[src/rtl/serial_add_ctrl.sv]
// Multi-cycle adder: one CHUNK-bit full-adder slice is sequenced over WIDTH/CHUNK cycles,
// with valid/ready handshakes on both sides. Optional subtract mode via SERIAL_ADD_SUB_EN.
module serial_add_ctrl #(
    parameter int WIDTH = 16,
    parameter int CHUNK = 4
) (
    input  logic             clk,
    input  logic             reset,
    input  logic             in_valid,
    output logic             in_ready,
    input  logic [WIDTH-1:0] a,
    input  logic [WIDTH-1:0] b,
`ifdef SERIAL_ADD_SUB_EN
    input  logic             sub,
`endif
    output logic             out_valid,
    input  logic             out_ready,
    output logic [WIDTH:0]   sum,
    output logic             busy
);

    localparam int NCHUNK = WIDTH / CHUNK;
    localparam int IDXW   = $clog2(NCHUNK + 1);
    localparam logic [IDXW-1:0] LAST_IDX = IDXW'(NCHUNK - 1);

    // Handshakes: a transfer happens on a rising edge where valid && ready are both high.
    // valid never depends on ready; ready/valid are decoded from the state register only.
    typedef enum logic [1:0] {
        S_IDLE = 2'd0,
        S_RUN  = 2'd1,
        S_DONE = 2'd2
    } state_e;

    state_e           state_q, state_d;
    logic [IDXW-1:0]  idx_q, idx_d;
    logic             carry_q, carry_d;
    logic [WIDTH-1:0] a_q, a_d;
    logic [WIDTH-1:0] b_q, b_d;
    logic [WIDTH:0]   sum_q, sum_d;

    logic             sub_in;
    logic [CHUNK-1:0] slice_a, slice_b, slice_s;
    logic             slice_co;
    logic             rc;

`ifdef SERIAL_ADD_SUB_EN
    assign sub_in = sub;
`else
    assign sub_in = 1'b0;
`endif

    // State register
    always_ff @(posedge clk) begin
        if (reset) begin
            state_q <= S_IDLE;
            idx_q   <= '0;
            carry_q <= 1'b0;
            a_q     <= '0;
            b_q     <= '0;
            sum_q   <= '0;
        end else begin
            state_q <= state_d;
            idx_q   <= idx_d;
            carry_q <= carry_d;
            a_q     <= a_d;
            b_q     <= b_d;
            sum_q   <= sum_d;
        end
    end

    // Next-state logic
    always_comb begin
        state_d = state_q;
        case (state_q)
            S_IDLE:  if (in_valid) state_d = S_RUN;
            S_RUN:   if (idx_q == LAST_IDX) state_d = S_DONE;
            S_DONE:  if (out_ready) state_d = S_IDLE;
            default: state_d = S_IDLE;
        endcase
    end

    // Output decode
    always_comb begin
        in_ready  = (state_q == S_IDLE);
        busy      = (state_q == S_RUN) || (state_q == S_DONE);
        out_valid = (state_q == S_DONE);
        sum       = sum_q;
    end

    // Select the active chunk of each operand register
    always_comb begin
        slice_a = '0;
        slice_b = '0;
        for (int k = 0; k < NCHUNK; k++) begin
            if (idx_q == IDXW'(k)) begin
                slice_a = a_q[k*CHUNK +: CHUNK];
                slice_b = b_q[k*CHUNK +: CHUNK];
            end
        end
    end

    // Ripple slice of full adders, fed by the registered inter-chunk carry
    always_comb begin
        rc      = carry_q;
        slice_s = '0;
        for (int i = 0; i < CHUNK; i++) begin
            slice_s[i] = slice_a[i] ^ slice_b[i] ^ rc;
            rc         = (slice_a[i] & slice_b[i]) | (rc & (slice_a[i] ^ slice_b[i]));
        end
        slice_co = rc;
    end

    // Datapath register updates
    always_comb begin
        a_d     = a_q;
        b_d     = b_q;
        carry_d = carry_q;
        idx_d   = idx_q;
        sum_d   = sum_q;
        case (state_q)
            S_IDLE: begin
                if (in_valid) begin
                    a_d     = a;
                    // Subtraction is a + ~b + 1: invert b once at capture, seed carry with 1.
                    b_d     = sub_in ? ~b : b;
                    carry_d = sub_in;
                    idx_d   = '0;
                end
            end
            S_RUN: begin
                for (int k = 0; k < NCHUNK; k++) begin
                    if (idx_q == IDXW'(k)) begin
                        sum_d[k*CHUNK +: CHUNK] = slice_s;
                    end
                end
                carry_d = slice_co;
                idx_d   = idx_q + IDXW'(1);
                if (idx_q == LAST_IDX) begin
                    sum_d[WIDTH] = slice_co;
                end
            end
            default: ;
        endcase
    end

endmodule

[config.mk]
export PLATFORM = sky130hd
export DESIGN_NAME = serial_add_ctrl
export DESIGN_NICKNAME = d
export VERILOG_FILES = /design/src/rtl/serial_add_ctrl.sv
export SDC_FILE = /design/constraint.sdc
export NUM_CORES = 1
export LEC_CHECK = 0
export ABC_AREA = 1
export BUFFER_PORTS_ARGS = -buffer_cell sky130_fd_sc_hd__buf_4
export CAP_MARGIN = 20
export CORE_ASPECT_RATIO = 0.75
export CORE_UTILIZATION = 57
export DETAILED_ROUTE_END_ITERATION = 8
export PLACE_DENSITY = 0.9
export SLEW_MARGIN = 25
export SYNTH_ARGS = -nofsm -noshare
export SYNTH_HDL_FRONTEND = slang
export SYNTH_SLANG_ARGS = --single-unit
[constraint.sdc]
create_clock -name clk -period 9.3 [get_ports clk]
set_clock_uncertainty 0.05 [all_clocks]
set_input_delay 0.465 -clock clk [delete_from_list [all_inputs] [get_ports clk]]
set_output_delay 0.465 -clock clk [all_outputs]
set_load 0.05 [all_outputs]
==> flow_summary_export.csv, run 1 <==
group,metric,value,unit
min_path,whs_path_depth,3,
grt,grt_max_degree,42,
clock_tree,cts.sinks,55,
timing,fmax,264,MHz
synthesis,synth_compound_area_share,13.5,%
timing,max-slew-margin-rel,41.4,%
synthesis,yosysUniqueCellTypes,16,
clock_tree,htreeDepth,2,
clock_tree,hold_buffers,0,
floorplan,die_y,59.3,um
placed_design,io_buffer_count,55,
floorplan,start_util,60.5,%
detailed_routing,wire_per_inst,12.9,um
detailed_routing,routed_via_density,5.27,
layout,final_nets,446,
power,p_leak,1.38,nW
synthesis,ys.flop_type,"dfxtp_1",
floorplan,io_pins,56,
synthesis,synth_area,0.00250,mm2
grt,track_usage,27.1,%
clock_tree,postCtsSetupRepairBufs,0,
worst_setup_path,worst-r2r-cell-count,13,
detailed_routing,wl_met2,2650,um
synthesis,synthCells,352,
layout,num-fill-cells,353,
flow_run,maxCapViolCount,0,
timing,worst_slew_pin_slew,0.873,ns
power,power.total,0.884,mW
synthesis,synth-edff-count,0,
worst_setup_path,cp-end-kind,"flip-flop",
min_path,hold_class,"primary input to flip-flop",
timing,finalCritPeriodShare,40.7,%
synthesis,synthAdderAreaFrac,7.22,%
synthesis,ys_top_cells_by_area,"dfxtp_1 (44%), nor2_1 (12%), nand2_1 (9.5%), o21ai_0 (8.4%), nand3_1 (5.8%)",
worst_setup_path,worstSetupPathType,"flip-flop to flip-flop",
detailed_routing,routed.top_layer,"met4",
detailed_routing,num_vias,2392,
clock_tree,cts-buffers-inserted,5,
min_path,hold_start,"b[11]",
synthesis,synth-seq-area-share,44.1,%
synthesis,synth-simple-area-share,27.5,%
layout,synthToLayoutAreaGrowth,21.0,%
min_path,worstHoldEndpoint,"b_q[11]",
synthesis,synth_xor_area_share,0,%
layout,drive_above_1_share,16.8,%
synthesis,synth_mux_area_share,0,%
worst_setup_path,crit_arrival,3.98,ns
worst_setup_path,reg2reg_to,"sum[3]",
grt,grt_pass1_wl,9710,um
power,ir_worst_vdd,0.356,mV
synthesis,synth_top_family_by_area,"simple AND/OR/NAND/NOR gates",
floorplan,core_region_area,0.00413,mm2
synthesis,synth_top_area_share,44.1,%
floorplan,die-area,0.00465,mm2
worst_setup_path,regToRegStartpoint,"idx_q[1]",
timing,fin_setup_tns,0,ns
clock_tree,root_buffer,"clkbuf_8",
clock_tree,clk_latency,0.31,ns
clock_tree,clk_path_buf_depth,2,
detailed_routing,remaining_drc_errors,0,
outcome,status,"complete, no violations",
timing,hold_viol_final,0,
detailed_routing,wl_met1,2750,um
grt,grt_pass1_vias,2114,
placed_design,place_hpwl,4270,um
power,power.density,293,mW/mm2
synthesis,synth_area_per_cell,7.09,um2
timing,rsz0062_at_grt,"no",
synthesis,ys_ff_latch,55,
timing,fin_crit,3.78,ns
synthesis,synthArstFlopShare,0,%
detailed_routing,antenna_left,0,
worst_setup_path,r2r_slack,5.52,ns
worst_setup_path,cp.required,9.49,ns
detailed_routing,wl_met3,385,um
layout,final_core_util,73.1,%
clock_tree,cts.clk_slew.worst_paths,0.10,ns
worst_setup_path,crit_path_start_kind,"flip-flop",
timing,setup_viol,0,
grt,antenna_found_initial,0,
synthesis,synth.most_common_cell,"nor2_1",
worst_setup_path,path_max_fanout,13,
synthesis,synth_commonest_cells,"nor2_1 (78), nand2_1 (63), dfxtp_1 (55)",
synthesis,syn_nets,400,
layout,antenna_cells,0,
placed_design,gp_congestion,0.975,
synthesis,yosys_warnings,0,
detailed_routing,firstDrtPassIters,5,
floorplan,die_width,78.4,um
timing,report.final.slew_viol_count,0,
clock_tree,post_cts_resize_count,0,
grt,gr-total-overflow,0,
clock_tree,tritoncts,"done",
synthesis,yosys.area.top_type,"dfxtp_1",
floorplan,row_count,20,
detailed_routing,postRouteWirelength,5860,um
detailed_routing,initialDrtViolationCount,199,
worst_setup_path,cp-startpoint,"idx_q[1]",
[report_power, final]
| part | switching [mW] | internal, mW |
|---|---|---|
| clock | 0.0805 | 0.0817 |
| sequential | 0.0296 | 0.288 |
| combinational | 0.274 | 0.130 |
| total | 0.384 | 0.500 |
[how the worst max path moves through the flow]
stage | end | slack (ns)
6_report | sum[3] | 5.52
5_1_grt | sum[3] | 5.27
4_1_cts | sum[3] | 5.52
3_5_place_dp | sum[7] | 5.60
3_3_place_gp | sum[7] | 5.76
2_1_floorplan | sum[11] | 6.02
[metrics by stage]
step           area, um2  std cells  hold WS, ns  setup slack (ns)
2_1_floorplan       2500        352        0.379              6.02
3_3_place_gp        2900        446        0.403              5.76
3_5_place_dp        2900        446        0.406              5.60
4_1_cts             3020        454        0.345              5.52
5_1_grt             3020        454        0.357              5.27
6_report            3020        454        0.344              5.52
[worst max-delay path, cell delays in order (launching register included)]
cell and delay, ns:
dfxtp_1 0.36, inv_1 0.09, ha_1 0.16, inv_1 0.07, nor2_1 0.62, nand2_1 0.11, nand3_1 0.12, a21oi_1 0.09
fa_1 0.39, fa_1 0.40, fa_1 0.40, fa_1 0.57, nand3_1 0.10, a21oi_1 0.19
[registers in the layout (all words and copies together) (netlist names)]
name and flops:
sum 17, b_q 16, state_q 2, a_q 16, carry_q 1, idx_q 3
[per-layer routing]
| metal | global-route usage, % | vias to the layer above |
|---|---|---|
| li1 | - | 1209 |
| met1 | 38.0 | 1093 |
| met2 | 43.0 | 80 |
| met3 | 5.08 | 10 |
| met4 | 7.94 | 0 |
| met5 | 0 | - |
[final cells by class]
type                       count  area [um2]  share of cell area, %
multi-input combinational    251        1210                   40.0
tap                           55        68.8                   2.28
clock inverter                 3        47.5                   1.57
inverter                      30         113                   3.73
timing repair buffer          55         413                   13.7
clock buffer                   5        68.8                   2.28
sequential                    55        1100                   36.5
[logic make-up (layout without fill, tap and decap cells)]
group,after synthesis,after routing
flops,55,55
fa+ha+maj,12,12
buf+inv,46,93
simple gates,172,172
compound gates,67,67
[placed cells by master (no fill, tap or decap), types with 4 or more instances in the layout]
master and count:
o21ai_0 42, inv_1 27, clkbuf_8 5, nor2_1 78, dfxtp_1 55, a21oi_1 24, nand3_1 29, fa_1 4
buf_4 55, ha_1 8, nand2_1 62
No activity file was read; power rests on OpenSTA's default activity.
==> run 2: changes to the inputs <==
ABC_AREA = 0   (was 1)
CORE_UTILIZATION = 49   (was 57)
PLACE_DENSITY = 0.82   (was 0.9)
clock period = 3.3 ns   (was 9.3 ns; I/O delays follow)
==> run 2 against run 1 <==
Final cell count shrank 5.9%. Area after synthesis grew 8.3%. Sequential power grew to 2.6 times the previous value. Highest routed layer unchanged.
==> flow_summary_export.csv, run 2 <==
group,metric,value,unit
outcome,status,"complete, no violations",
floorplan,die_y,66.3,um
clock_tree,htreeDepth,2,
placed_design,gp_congestion,0.873,
worst_setup_path,cp.required,3.50,ns
clock_tree,cts.sinks,55,
min_path,hold_class,"primary input to flip-flop",
clock_tree,root_buffer,"clkbuf_8",
detailed_routing,remaining_drc_errors,0,
synthesis,synth-seq-area-share,40.7,%
timing,worst_slew_pin_slew,0.819,ns
placed_design,io_buffer_count,55,
grt,met1_usage,27.8,%
synthesis,synth_top_area_share,40.7,%
worst_setup_path,r2r_slack,0.09,ns
grt,grt_util_met2,35.9,%
power,ir_worst_vdd,0.242,mV
timing,finalCritPeriodShare,97.4,%
clock_tree,cts.clk_slew.worst_paths,0.09,ns
layout,antenna_cells,0,
worst_setup_path,crit_path_start_kind,"flip-flop",
power,power.density,647,mW/mm2
synthesis,synth_area,0.00270,mm2
synthesis,ys.flop_type,"dfxtp_1",
synthesis,synth_area_per_cell,8.98,um2
synthesis,synth_commonest_cells,"nand2_1 (71), dfxtp_1 (55), a21oi_2 (30)",
timing,hold_viol_final,0,
grt,track_usage,21.6,%
detailed_routing,initialDrtViolationCount,137,
floorplan,die_width,87.8,um
layout,final_common_cell,"nand2_1",
synthesis,ys_top_cells_by_area,"dfxtp_1 (41%), nand2_1 (9.9%), a21oi_2 (9.7%), mux2i_1 (5.9%), ha_1 (3.7%)",
layout,largest_reg_flops,17,
power,p_leak,1.34,nW
timing,fmax,311,MHz
grt,gr-total-overflow,0,
floorplan,start_util,50.8,%
timing,setup_viol,0,
grt,grt_busiest_layer,"met2",
worst_setup_path,worstSetupPathType,"flip-flop to flip-flop",
grt,met3_usage,4.62,%
layout,final_nets,399,
placed_design,place_hpwl,4160,um
synthesis,yosys.area.top_type,"dfxtp_1",
power,power.total,2.14,mW
layout,drive_above_1_share,36.9,%
layout,final_cell_mix,"nand2_1 (70), buf_4 (63), dfxtp_1 (53)",
layout,final_core_util,62.1,%
flow_run,maxCapViolCount,0,
detailed_routing,postRouteWirelength,6010,um
detailed_routing,wire_per_inst,14.1,um
timing,max-slew-margin-rel,45.4,%
synthesis,ys_ff_latch,55,
detailed_routing,firstDrtPassIters,4,
floorplan,die-area,0.00582,mm2
grt,antenna_found_initial,0,
layout,final_cells,427,
grt,grt_pass1_vias,2035,
synthesis,synth.most_common_cell,"nand2_1",
layout,synthToLayoutAreaGrowth,22.3,%
clock_tree,cts-buffers-inserted,5,
detailed_routing,antenna_left,0,
timing,fin_setup_tns,0,ns
grt,grt_max_degree,58,
floorplan,io_pins,56,
floorplan,row_count,23,
synthesis,yosys_warnings,0,
clock_tree,clk_latency,0.31,ns
worst_setup_path,cp-end-kind,"flip-flop",
clock_tree,clk_path_buf_depth,2,
placed_design,placed_cells,418,
synthesis,synth-edff-count,0,
timing,report.final.slew_viol_count,0,
detailed_routing,num_vias,2199,
timing,whs,0.0331,ns
synthesis,synthArstFlopShare,0,%
clock_tree,hold_buffers,0,
synthesis,syn_nets,349,
worst_setup_path,crit_arrival,3.41,ns
timing,fin_crit,3.21,ns
clock_tree,tritoncts,"done",
detailed_routing,routed_via_density,5.15,
grt,grt_pass1_wl,9540,um
floorplan,core_region_area,0.00532,mm2
worst_setup_path,path_max_fanout,5,
synthesis,yosysUniqueCellTypes,29,
synthesis,synthCells,301,
==> run 2: what timing repair did <==
action / CTS / global route
pin swaps: 1 / 3
resized for setup: 8 / 12
setup buffers: 0 / 1
endpoints found under the hold margin: 0 / 0
setup endpoints to repair: 5 / 5
==> run 2: metrics by stage <==
stage               instance area, um2  setup WS, ns
finish                            3300        0.0858
global route                      3300       -0.0287
CTS                               3250        0.0167
detailed placement                3130       -0.0494
global placement                  3130        0.0681
floorplan                         2710        0.0393
==> run 2: layer usage <==
layer | up-vias | share of wire (%)
met5 | - | 0
met2 | 62 | 46
li1 | 1103 | -
met3 | 8 | 5.6
met4 | 0 | 0.98
met1 | 1026 | 47
==> run 2: final cells by class <==
type / instances / area, um2
Clock inverter: 1 / 7.51
Clock buffer: 7 / 96.3
Tap cell: 75 / 93.8
Timing Repair Buffer: 64 / 484
Multi-Input combinational cell: 218 / 1490
Fill cell: 474 / 2020
Sequential cell: 55 / 1110
Inverter: 7 / 28.8
==> run 2: kinds of logic after synthesis <==
| logic type | after synthesis | synth area share, % |
|---|---|---|
| AO/OA/AOI/OAI | 68 | 19.5 |
| adder cells (fa/ha/maj) | 12 | 6.67 |
| buffers and inverters | 28 | 6.39 |
| flip-flops | 55 | 40.7 |
| multiplexers | 16 | 5.93 |
| AND/OR/NAND/NOR | 122 | 20.8 |
==> run 2: worst paths after layout <==
check | startpoint | to | depth (start not counted)
setup / recovery | idx_q[0] | sum[15] | 10
hold / removal | a[2] | a_q[2] | 3
setup reg to reg | idx_q[0] | sum[15] | 10
hold reg to reg | sum[14] | sum[14] | 2
==> run 2: worst max-delay path: stages (launching register included) <==
cell and delay (ns):
dfxtp_4 0.40, ha_1 0.23, ha_4 0.18, nor2_1 0.08, a32o_2 0.26, fa_1 0.41, fa_2 0.35, fa_2 0.35
fa_2 0.58, nand3_1 0.08, a21oi_1 0.17
==> run 2: report_power, final <==
| group | internal, mW | switching (mW) | leakage (nW) | total, mW |
|---|---|---|---|---|
| Sequential | 0.760 | 0.0674 | 0.450 | 0.827 |
| Clock | 0.191 | 0.217 | 0.0505 | 0.408 |
| Combinational | 0.350 | 0.551 | 0.841 | 0.901 |
| Total | 1.30 | 0.836 | 1.34 | 2.14 |
==> run 3: changes to the inputs <==
RECOVER_POWER = 25   (was default)
REMOVE_ABC_BUFFERS = 1   (was default)
==> run 3 against run 2 <==
Clock power up 7.8%. Global-route usage down 1.1 points. Largest cell class unchanged. Utilization shrank 0.63 points. Non-clock buffer count grew 1. Cell area is 1.0% lower. Via count shrank 0.77%. Final cell count unchanged. Highest routed layer unchanged.
==> flow_summary_export.csv, run 3 (synthesis gave the netlist of run 2 again) <==
group,metric,value,unit
outcome,status,"complete, no violations",
timing,worst_slew_pin_slew,0.987,ns
layout,final_cells,427,
power,power.density,656,mW/mm2
min_path,hold_class,"primary input to flip-flop",
floorplan,die_y,66.3,um
layout,fin_area,0.00327,mm2
detailed_routing,firstDrtPassIters,4,
worst_setup_path,cp.required,3.50,ns
worst_setup_path,crit_path_start_kind,"flip-flop",
timing,report.final.slew_viol_count,0,
timing,hold_viol_final,0,
power,ir_worst_vdd,0.246,mV
min_path,hold_start,"a[1]",
detailed_routing,antenna_left,0,
worst_setup_path,cp-end-kind,"flip-flop",
layout,synthToLayoutAreaGrowth,21.0,%
timing,finalWorstSetupSlack,0.0611,ns
grt,grt_max_degree,58,
worst_setup_path,regToRegStartpoint,"idx_q[0]",
placed_design,place_hpwl,4060,um
worst_setup_path,path_max_fanout,5,
layout,antenna_cells,0,
timing,max-slew-margin-rel,34.0,%
clock_tree,cts-buffers-inserted,5,
grt,antenna_found_initial,0,
clock_tree,cts.clk_slew.worst_paths,0.10,ns
detailed_routing,remaining_drc_errors,0,
timing,fmax,309,MHz
min_path,whs_path_depth,3,
timing,finalCritPeriodShare,98.1,%
worst_setup_path,crit_arrival,3.44,ns
detailed_routing,initialDrtViolationCount,151,
layout,final_cell_mix,"nand2_1 (71), dfxtp_1 (53), buf_4 (47)",
grt,track_usage,20.5,%
placed_design,dp_slack,-0.0788,ns
floorplan,start_util,50.8,%
floorplan,core_region_area,0.00532,mm2
layout,final_nets,400,
floorplan,io_pins,56,
worst_setup_path,worstSetupPathType,"flip-flop to flip-flop",
clock_tree,htreeDepth,2,
flow_run,maxCapViolCount,0,
clock_tree,root_buffer,"clkbuf_8",
min_path,worstHoldEndpoint,"a_q[1]",
clock_tree,tritoncts,"done",
timing,fin_setup_tns,0,ns
power,p_leak,1.27,nW
placed_design,placed_area,0.00314,mm2
floorplan,die-area,0.00582,mm2
detailed_routing,routed_via_density,5.11,
worst_setup_path,worst-r2r-cell-count,11,
placed_design,io_buffer_count,55,
grt,grt_pass1_wl,9120,um
timing,fin_crit,3.24,ns
clock_tree,clk_latency,0.31,ns
clock_tree,clk_path_buf_depth,2,
worst_setup_path,reg2reg_to,"sum[15]",
worst_setup_path,r2r_slack,0.06,ns
grt,gr-total-overflow,0,
floorplan,row_count,23,
placed_design,placed_cells,420,
timing,setup_viol,0,
floorplan,die_width,87.8,um
detailed_routing,postRouteWirelength,5840,um
layout,drive_above_1_share,33.2,%
clock_tree,cts.sinks,55,
layout,largest_reg_flops,17,
grt,grt_pass1_vias,2000,
layout,final_core_util,61.4,%
timing,rsz0062_at_grt,"yes",
placed_design,gp_congestion,0.760,
layout,final_common_cell,"nand2_1",
detailed_routing,wire_per_inst,13.7,um
clock_tree,postCtsSetupRepairBufs,0,
detailed_routing,num_vias,2182,
[run 3: final cells by class]
type                            instances  area, um2
Sequential cell                        55       1110
Fill cell                             498       2050
Tap cell                               75       93.8
Timing Repair Buffer                   65        420
Clock inverter                          2       37.5
Multi-Input combinational cell        218       1510
Inverter                                7       31.3
Clock buffer                            5       68.8
[run 3: repair_timing]
item | CTS | global route
pin swaps | 0 | 8
hold buffers | 0 | 0
gates resized for setup | 7 | 21
setup endpoints to repair | 5 | 5
[run 3: worst max-delay path, cell delays in order (launching register included)]
cell and delay, ns:
dfxtp_4 0.42, inv_4 0.06, ha_4 0.18, a21oi_2 0.10, o21ai_0 0.10, a32o_2 0.28, fa_2 0.35, fa_2 0.38
fa_2 0.39, fa_2 0.63, nand3_2 0.08, a21oi_2 0.16
[run 3: worst max-delay path by stage]
stage	start	endpoint	slack [ns]
5_1_grt	idx_q[0]	sum[15]	-0.05
3_3_place_gp	idx_q[0]	carry_q	0.07
3_5_place_dp	idx_q[0]	carry_q	-0.08
2_1_floorplan	idx_q[0]	carry_q	-0.05
6_report	idx_q[0]	sum[15]	0.06
4_1_cts	idx_q[1]	sum[15]	0.02
[run 3: per-stage QoR]
step	hold WS (ns)	total power, mW
6_report	0.0305	2.15
3_3_place_gp	0.360	1.67
2_1_floorplan	0.177	1.43
3_5_place_dp	0.367	1.69
4_1_cts	0.0295	2.13
5_1_grt	0.0271	2.26
[run 3: layer usage]
layer / GRT usage, % / wire [um] / vias to the layer above
met4: 9.43 / 102 / 0
met5: 0 / 0 / -
met2: 32.8 / 2700 / 60
met3: 3.87 / 299 / 11
li1: - / - / 1105
met1: 26.7 / 2740 / 1006
[run 3: report_power, final]
| part | internal (mW) | leakage [nW] | total (mW) | switching (mW) |
|---|---|---|---|---|
| logic | 0.341 | 0.770 | 0.886 | 0.545 |
| registers | 0.759 | 0.450 | 0.820 | 0.0610 |
| clock network | 0.222 | 0.0502 | 0.440 | 0.218 |
| total | 1.32 | 1.27 | 2.15 | 0.825 |
